<file path="src/rtl/taxi_xgmii_tx_lpi_ctrl.sv">
// EEE low-power-idle sequencer placed ahead of a 64-bit XGMII 10GBASE-R encoder.
// Substitutes LPI/IDLE control blocks while asleep and drives the PHY TX-quiet strobe.
module taxi_xgmii_tx_lpi_ctrl #(
    parameter int TS_CYC = 20,
    parameter int TQ_CYC = 2048,
    parameter int TR_CYC = 16,
    parameter int TW_CYC = 24,
    parameter int CNT_W  = 16
) (
    input  logic        clk,
    input  logic        rst,
    input  logic [63:0] s_xgmii_txd,
    input  logic [7:0]  s_xgmii_txc,
    input  logic        s_xgmii_tx_valid,
    output logic        s_ready,
    input  logic        lpi_req,
    output logic [63:0] m_xgmii_txd,
    output logic [7:0]  m_xgmii_txc,
    output logic        m_xgmii_tx_valid,
    output logic        tx_quiet,
    output logic        lpi_active,
    output logic        stat_drop
);

    localparam logic [63:0] IDLE_D = {8{8'h07}};
    localparam logic [63:0] LPI_D  = {8{8'h06}};

    localparam logic [CNT_W-1:0] TS_LAST = CNT_W'(TS_CYC - 1);
    localparam logic [CNT_W-1:0] TQ_LAST = CNT_W'(TQ_CYC - 1);
    localparam logic [CNT_W-1:0] TR_LAST = CNT_W'(TR_CYC - 1);
    localparam logic [CNT_W-1:0] TW_LAST = CNT_W'(TW_CYC - 1);

    typedef enum logic [2:0] {
        ST_ACTIVE,
        ST_SLEEP,
        ST_QUIET,
        ST_REFRESH,
        ST_WAKE
    } state_t;

    state_t           state_reg;
    state_t           state_next;
    logic [CNT_W-1:0] cnt_reg;
    logic [CNT_W-1:0] cnt_lim;
    logic [63:0]      txd_reg;
    logic [7:0]       txc_reg;
    logic             valid_reg;
    logic             quiet_reg;
    logic             active_reg;
    logic             drop_reg;
    logic             ready_reg;

    // A block counts as "quiet" when every lane is the same IDLE or LPI control character
    logic [7:0] lane_idle;
    logic [7:0] lane_lpi;
    logic       quiet_blk;

    genvar gi;
    generate
        for (gi = 0; gi < 8; gi++) begin : g_lane
            assign lane_idle[gi] = (s_xgmii_txd[8*gi +: 8] == 8'h07);
            assign lane_lpi[gi]  = (s_xgmii_txd[8*gi +: 8] == 8'h06);
        end
    endgenerate

    assign quiet_blk = (s_xgmii_txc == 8'hff) && ((&lane_idle) || (&lane_lpi));

    // Timer limit and successor for each timed phase
    always_comb begin
        cnt_lim    = '0;
        state_next = ST_ACTIVE;
        case (state_reg)
            ST_SLEEP:   begin cnt_lim = TS_LAST; state_next = ST_QUIET;   end
            ST_QUIET:   begin cnt_lim = TQ_LAST; state_next = ST_REFRESH; end
            ST_REFRESH: begin cnt_lim = TR_LAST; state_next = ST_QUIET;   end
            ST_WAKE:    begin cnt_lim = TW_LAST; state_next = ST_ACTIVE;  end
            default:    begin cnt_lim = '0;      state_next = ST_ACTIVE;  end
        endcase
    end

    always_ff @(posedge clk or posedge rst) begin
        if (rst) begin
            state_reg  <= ST_ACTIVE;
            cnt_reg    <= '0;
            txd_reg    <= IDLE_D;
            txc_reg    <= 8'hff;
            valid_reg  <= 1'b0;
            quiet_reg  <= 1'b0;
            active_reg <= 1'b0;
            drop_reg   <= 1'b0;
            ready_reg  <= 1'b1;
        end else begin
            valid_reg <= s_xgmii_tx_valid;
            drop_reg  <= 1'b0;
            if (state_reg == ST_ACTIVE) begin
                if (s_xgmii_tx_valid && lpi_req && quiet_blk) begin
                    // This LPI block is the first of the sleep period
                    txd_reg    <= LPI_D;
                    txc_reg    <= 8'hff;
                    active_reg <= 1'b1;
                    quiet_reg  <= 1'b0;
                    ready_reg  <= 1'b0;
                    if (TS_CYC == 1) begin
                        state_reg <= ST_QUIET;
                        cnt_reg   <= '0;
                    end else begin
                        state_reg <= ST_SLEEP;
                        cnt_reg   <= CNT_W'(1);
                    end
                end else begin
                    txd_reg <= s_xgmii_txd;
                    txc_reg <= s_xgmii_txc;
                end
            end else if (s_xgmii_tx_valid) begin
                drop_reg <= !quiet_blk;
                txc_reg  <= 8'hff;
                if (state_reg != ST_WAKE && !lpi_req) begin
                    // Wake request wins over any timer expiring on the same block
                    state_reg  <= ST_WAKE;
                    cnt_reg    <= '0;
                    txd_reg    <= IDLE_D;
                    quiet_reg  <= 1'b0;
                    active_reg <= 1'b0;
                end else begin
                    txd_reg    <= (state_reg == ST_WAKE) ? IDLE_D : LPI_D;
                    quiet_reg  <= (state_reg == ST_QUIET);
                    active_reg <= (state_reg != ST_WAKE);
                    if (cnt_reg == cnt_lim) begin
                        state_reg <= state_next;
                        cnt_reg   <= '0;
                        ready_reg <= (state_next == ST_ACTIVE);
                    end else begin
                        cnt_reg <= cnt_reg + CNT_W'(1);
                    end
                end
            end
        end
    end

    assign m_xgmii_txd      = txd_reg;
    assign m_xgmii_txc      = txc_reg;
    assign m_xgmii_tx_valid = valid_reg;
    assign tx_quiet         = quiet_reg;
    assign lpi_active       = active_reg;
    assign stat_drop        = drop_reg;
    assign s_ready          = ready_reg;

endmodule
</file>
<file path="config.mk">
export PLATFORM = sky130hd
export DESIGN_NAME = taxi_xgmii_tx_lpi_ctrl
export DESIGN_NICKNAME = d
export VERILOG_FILES = /design/src/rtl/taxi_xgmii_tx_lpi_ctrl.sv
export SDC_FILE = /design/constraint.sdc
export NUM_CORES = 1
export LEC_CHECK = 0
export ABC_AREA = 1
export CORE_MARGIN = 2
export CORE_UTILIZATION = 39
export DETAILED_ROUTE_END_ITERATION = 10
export DONT_BUFFER_PORTS = 1
export MAX_ROUTING_LAYER = met4
export PLACE_DENSITY = 0.5
export SLEW_MARGIN = 20
export SYNTH_ARGS = -nofsm -noshare
export SYNTH_HDL_FRONTEND = slang
export SYNTH_SLANG_ARGS = --single-unit
</file>
<file path="constraint.sdc">
create_clock -name clk -period 4.1 [get_ports clk]
set_input_delay 0.615 -clock clk [delete_from_list [all_inputs] [get_ports clk]]
set_output_delay 0.615 -clock clk [all_outputs]
set_load 0.02 [all_outputs]
</file>
---- Yosys cells after proc, flatten, opt, wreduce, memory -nomap -nowiden ----
Index checks and enable logic that the tools add are counted.
word-level totals
  register bits after elaboration ......... 96
  bits of input ports ..................... 76
  output and inout port bits .............. 77
  word-level logic and storage cells ...... 87
cells by class
  $add $sub $neg .......................... 1
  equal/unequal tests ..................... 25
  multiplexer cells ....................... 34
  reductions and logical operators ........ 18
operators with widths
  kind                     number
  $mux W64                 3
  $eq A8 B3 Y1 const B     16
  $mux W57                 2
  $mux W16                 5
  $pmux W11 S4             1
  $mux W8                  3
  $add A16 B1 Y16 const B  1
  $eq A16 B16 Y1           1
  $reduce_and A8 Y1        2
  $mux W3                  5
  $mux W1                  14
  $eq A8 B8 Y1 const B     1
  $eq A3 B2 Y1 const B     2
  $logic_not A3 Y1         2
  $logic_and A1 B1 Y1      4
  $pmux W2 S2              1
  $reduce_and A4 Y1        1
  $reduce_bool A2 Y1       2
  $eq A3 B1 Y1 const B     1
  $eq A3 B3 Y1 const B     1
  $ne A3 B3 Y1 const B     1
  $reduce_and A3 Y1        1
  $reduce_bool A3 Y1       1
  $logic_not A1 Y1         2
  5 further kinds          5

---- Longest topological paths before layout ----
  word-level depth ........................ 8
  mapped depth ............................ 13

---- Least setup slack after synthesis ----
No wires, ideal clock.
  path kind ............................... input-to-reg
  start ................................... in s_xgmii_txd[35]
  end ..................................... reg cnt_reg[8]
  library setup time ...................... 0.126 ns
  arrival ................................. 1.706 ns
  path slack .............................. 2.267 ns
  stages on the path ...................... 13
  buffers on the path ..................... 1
  cells stage by stage .................... inv_1 nand2_1 nor2_1 nand2_1 nor2_1 nand2_1 nor2_4 nand3_4 nand2_1 nand2_4 buf_2 nand2_1 o21ai_0
between the ends
  longest elaborated chain between the ends .. 7
  elaborated cells on any way between the ends .. 9
ends and longest elaborated chain
  item                                    line    text
  start: declaration                      12      input logic [63:0] s_xgmii_txd,
  $eq A8 B3 Y1, on equally long branches  61, 62
  $reduce_and A8 Y1                       66      assign quiet_blk = (s_xgmii_txc == 8'hff) && ((&lane_idle) || (&lane_lpi));
  $logic_or A1 B1 Y1 *                    66
  $logic_and A1 B1 Y1 *                   66
  $logic_and A1 B1 Y1 *                   96      if (s_xgmii_tx_valid && lpi_req && quiet_blk) begin
  $ne A2 B1 Y1 (no line) *                -
  $reduce_and A2 Y1 (no line) *           -
  end signal: assignment                  133     cnt_reg <= cnt_reg + CNT_W'(1);
  end: declaration                        43      logic [CNT_W-1:0] cnt_reg;
Mark *: on every way between the ends. The rest lies on a longest branch, timed or not.
A chain may end at the register's enable or synchronous reset.

---- Worst setup path in the final report ----
  start ................................... reg state_reg[2]
  end ..................................... reg cnt_reg[6]
between the ends
  longest elaborated chain between the ends .. 7
  elaborated cells on any way between the ends .. 16
ends and longest elaborated chain
  item                                  line  text
  start: declaration                    41    state_t state_reg;
  start signal: assignment              129   state_reg <= state_next;
  $eq A3 B3 Y1 (tied with other cells)  72    case (state_reg)
  $pmux W11 S4                          72
  $eq A16 B16 Y1                        128   if (cnt_reg == cnt_lim) begin
  $mux W16                              128
  $mux W16                              117   if (state_reg != ST_WAKE && !lpi_req) begin
  $mux W16                              114   end else if (s_xgmii_tx_valid) begin
  $mux W16                              95    if (state_reg == ST_ACTIVE) begin
Several ways; a longest one is shown, not always the timed one. The select of a mux whose other input is x is not followed.

==> results_dict.tcl <==
set metrics [dict create \
    yosysMostFrequentCell "nand2_1" \
    tritoncts "yes" \
    max-cap-violations 0 \
    multi_input_area_um2 1980 \
    drc 0 \
    grt_start_max_net_pins 74 \
    core_um2 12000 \
    ys_types 34 \
    synthArstFlopShare 1.00 \
    clockRootBuffer "clkbuf_16" \
    largest_reg_flops 64 \
    timing.fmax_ghz 0.474 \
    cts_buffers 9 \
    rsz0062_at_grt "false" \
    irDropWorstVdd_mv 0.321 \
    required_ns 4.37 \
    worstSetupPathType "flop to flop" \
    synth_seq_cells 96 \
    synth-xor-area-share 0.0200 \
    outcome "completed" \
    die_h_um 115 \
    nets 662 \
    hold_buffers 0 \
    place.gp.congestion 0.824 \
    ys_top_cells_by_area "dfrtp_1 (33%), dfstp_2 (18%), nand2_1 (12%)" \
    hold_path.class "input pin to flop" \
    start_kind "flop" \
    clock-sinks 96 \
    fin_tns_setup_ns 0 \
    worstSkewPairLatency_ns 0.34 \
    cts_setup_buffers 0 \
    crit_chain "nor2_8, inv_2, buf_4, nand4_1, o21ai_1" \
    power.total_mw 4.14 \
    antenna_cells 0 \
    power_leakage_nw 2.43 \
    p_per_area_nw_per_um2 794 \
    grt_pass1_vias 3759 \
    area_growth_pct 8.31 \
    io_buffers 0 \
    cts.htree.levels 3 \
    place_area_um2 4910 \
    ff_latch_area_um2 2440 \
    syn_avg_cell_area_um2 8.11 \
    die_x_um 115 \
    critical_path.slowest_cell "dfrtp_1" \
    drtIter0Drc 255 \
    finalHoldViolCount 0 \
    syn_inst 594 \
    antenna_left 0 \
    fillerInstances 1230 \
    cts_resized 0 \
    wl_um 11400 \
    period_needed_ns 2.11 \
    vias 3765 \
    setup_viol 0 \
    ys_seq_area_frac 0.507 \
    syn-num-nets 671 \
    muxShareOfSynthArea 0 \
    clk_pin_slew_worst_paths_ns 0.06 \
    io_pins 153 \
    post_drt_wl_per_cell_um 15.5 \
    slew_headroom 0.406 \
    synth_ff_type "dfrtp_1" \
    synth_top_family_by_area "simple AND/OR/NAND/NOR gates" \
    synth.largest_area_cell "dfrtp_1" \
    row_count 40 \
    stdcell_area_um2 5220 \
    synth_area_um2 4820 \
    cts_max_path_buffers 2 \
    gr-total-overflow 0 \
    synth_top_area_share 0.327 \
    first_pass_iters 4 \
    die_area_um2 13300 \
    min_period_over_period 0.515 \
    fin_skew_ns 0.00361 \
    crit_fanout 44 \
    yosys-top-cells-count "nand2_1 (156), o21ai_0 (73), inv_1 (69)" \
    vias_per_cell 5.11 \
    grt_pass1_wl_um 18900 \
    grt_use_total 0.187 \
    hpwl_um 8230 \
    synth_edf_count 0 \
    synth-adder-area-share 0.00260 \
    cpPeakStageDelay_ns 0.66 \
    worst_slew_pin_slew_ns 0.891 \
    yosys_warnings 0 \
    antenna_found_initial 0 \
    cp-end-kind "flop" \
    start_util 0.401 \
    drv_slew 0 \
    yosys.area_share.simple 0.280 \
    drive_above_1_share 0.132 \
    arrival_ns 2.38 \
    synth_compound_area_frac 0.109 \
]
## cells by family (layout without fill, tap and decap cells)
| logic type | count (synthesis) | after routing |
|---|---|---|
| AOI/OAI and AO/OA | 98 | 98 |
| xor gates and xnor gates | 11 | 11 |
| adders and majority gates | 1 | 1 |
| buffers and inverters | 95 | 91 |
| DFF | 96 | 96 |
| and+or+nand+nor | 293 | 293 |
## stage by stage
stage          std cells  setup WS (ns)  utilization  hold WS (ns)
2_1_floorplan        594           1.03            -         0.491
3_3_place_gp         721           1.81        0.409         0.509
3_5_place_dp         721           1.75        0.409         0.512
4_1_cts              737           1.96        0.434         0.291
5_1_grt              737           1.73        0.434         0.283
6_report             737           1.99        0.434         0.304
## path summary, 6_finish.rpt
path,from,endpoint,slack (ns),cells after the start
min in group asynchronous,rst,m_xgmii_txd[19],0.34,1
hold / removal,s_xgmii_tx_valid,m_xgmii_tx_valid,0.30,0
setup / recovery,state_reg[2],cnt_reg[6],1.99,5
hold reg to reg,s_ready,s_ready,0.52,2
max in group asynchronous,rst,m_xgmii_txd[32],2.84,2
setup reg to reg,state_reg[2],cnt_reg[6],1.99,5
## layer usage
metal	global-route usage	up-vias	routed length, um	share of wire
met3	0.0490	13	841	0.073
met4	0.0586	0	195	0.017
met2	0.295	130	5360	0.47
met5	-	-	0	0
li1	-	1876	-	-
met1	0.235	1746	5050	0.44
## final cells by class
cell class	count	area share
Clock inverter	4	0.0101
Clock buffer	12	0.0492
Multi-Input combinational cell	403	0.380
Tap cell	147	0.0353
Timing Repair Buffer	3	0.00432
Inverter	72	0.0528
Sequential cell	96	0.468
## worst max-delay path: cells and delay by family (launching register included)
kind                   cells  cell delay (ns)
AOI/OAI and AO/OA          1             0.14
buffers and inverters      2             0.92
DFF                        1             0.66
and+or+nand+nor            2             0.32
## power by group
part	leakage [nW]	internal, mW	switching [mW]	total [mW]
sequential	1.17	1.43	0.722	2.16
clock	0.153	0.508	0.353	0.860
combinational	1.11	0.339	0.788	1.13
total	2.43	2.28	1.86	4.14
## layout by cell type, fill, tap and decap left out, types with 9 or more instances in the layout
master and instances:
clkbuf_16 9, dfrtp_1 63, dfstp_2 33, inv_1 68
nand2_1 156, nand3_1 25, nand4_1 18, nor2_1 64
o21ai_0 73, o21ai_1 9, xor2_1 10
Power figures use the tool's default switching activity.
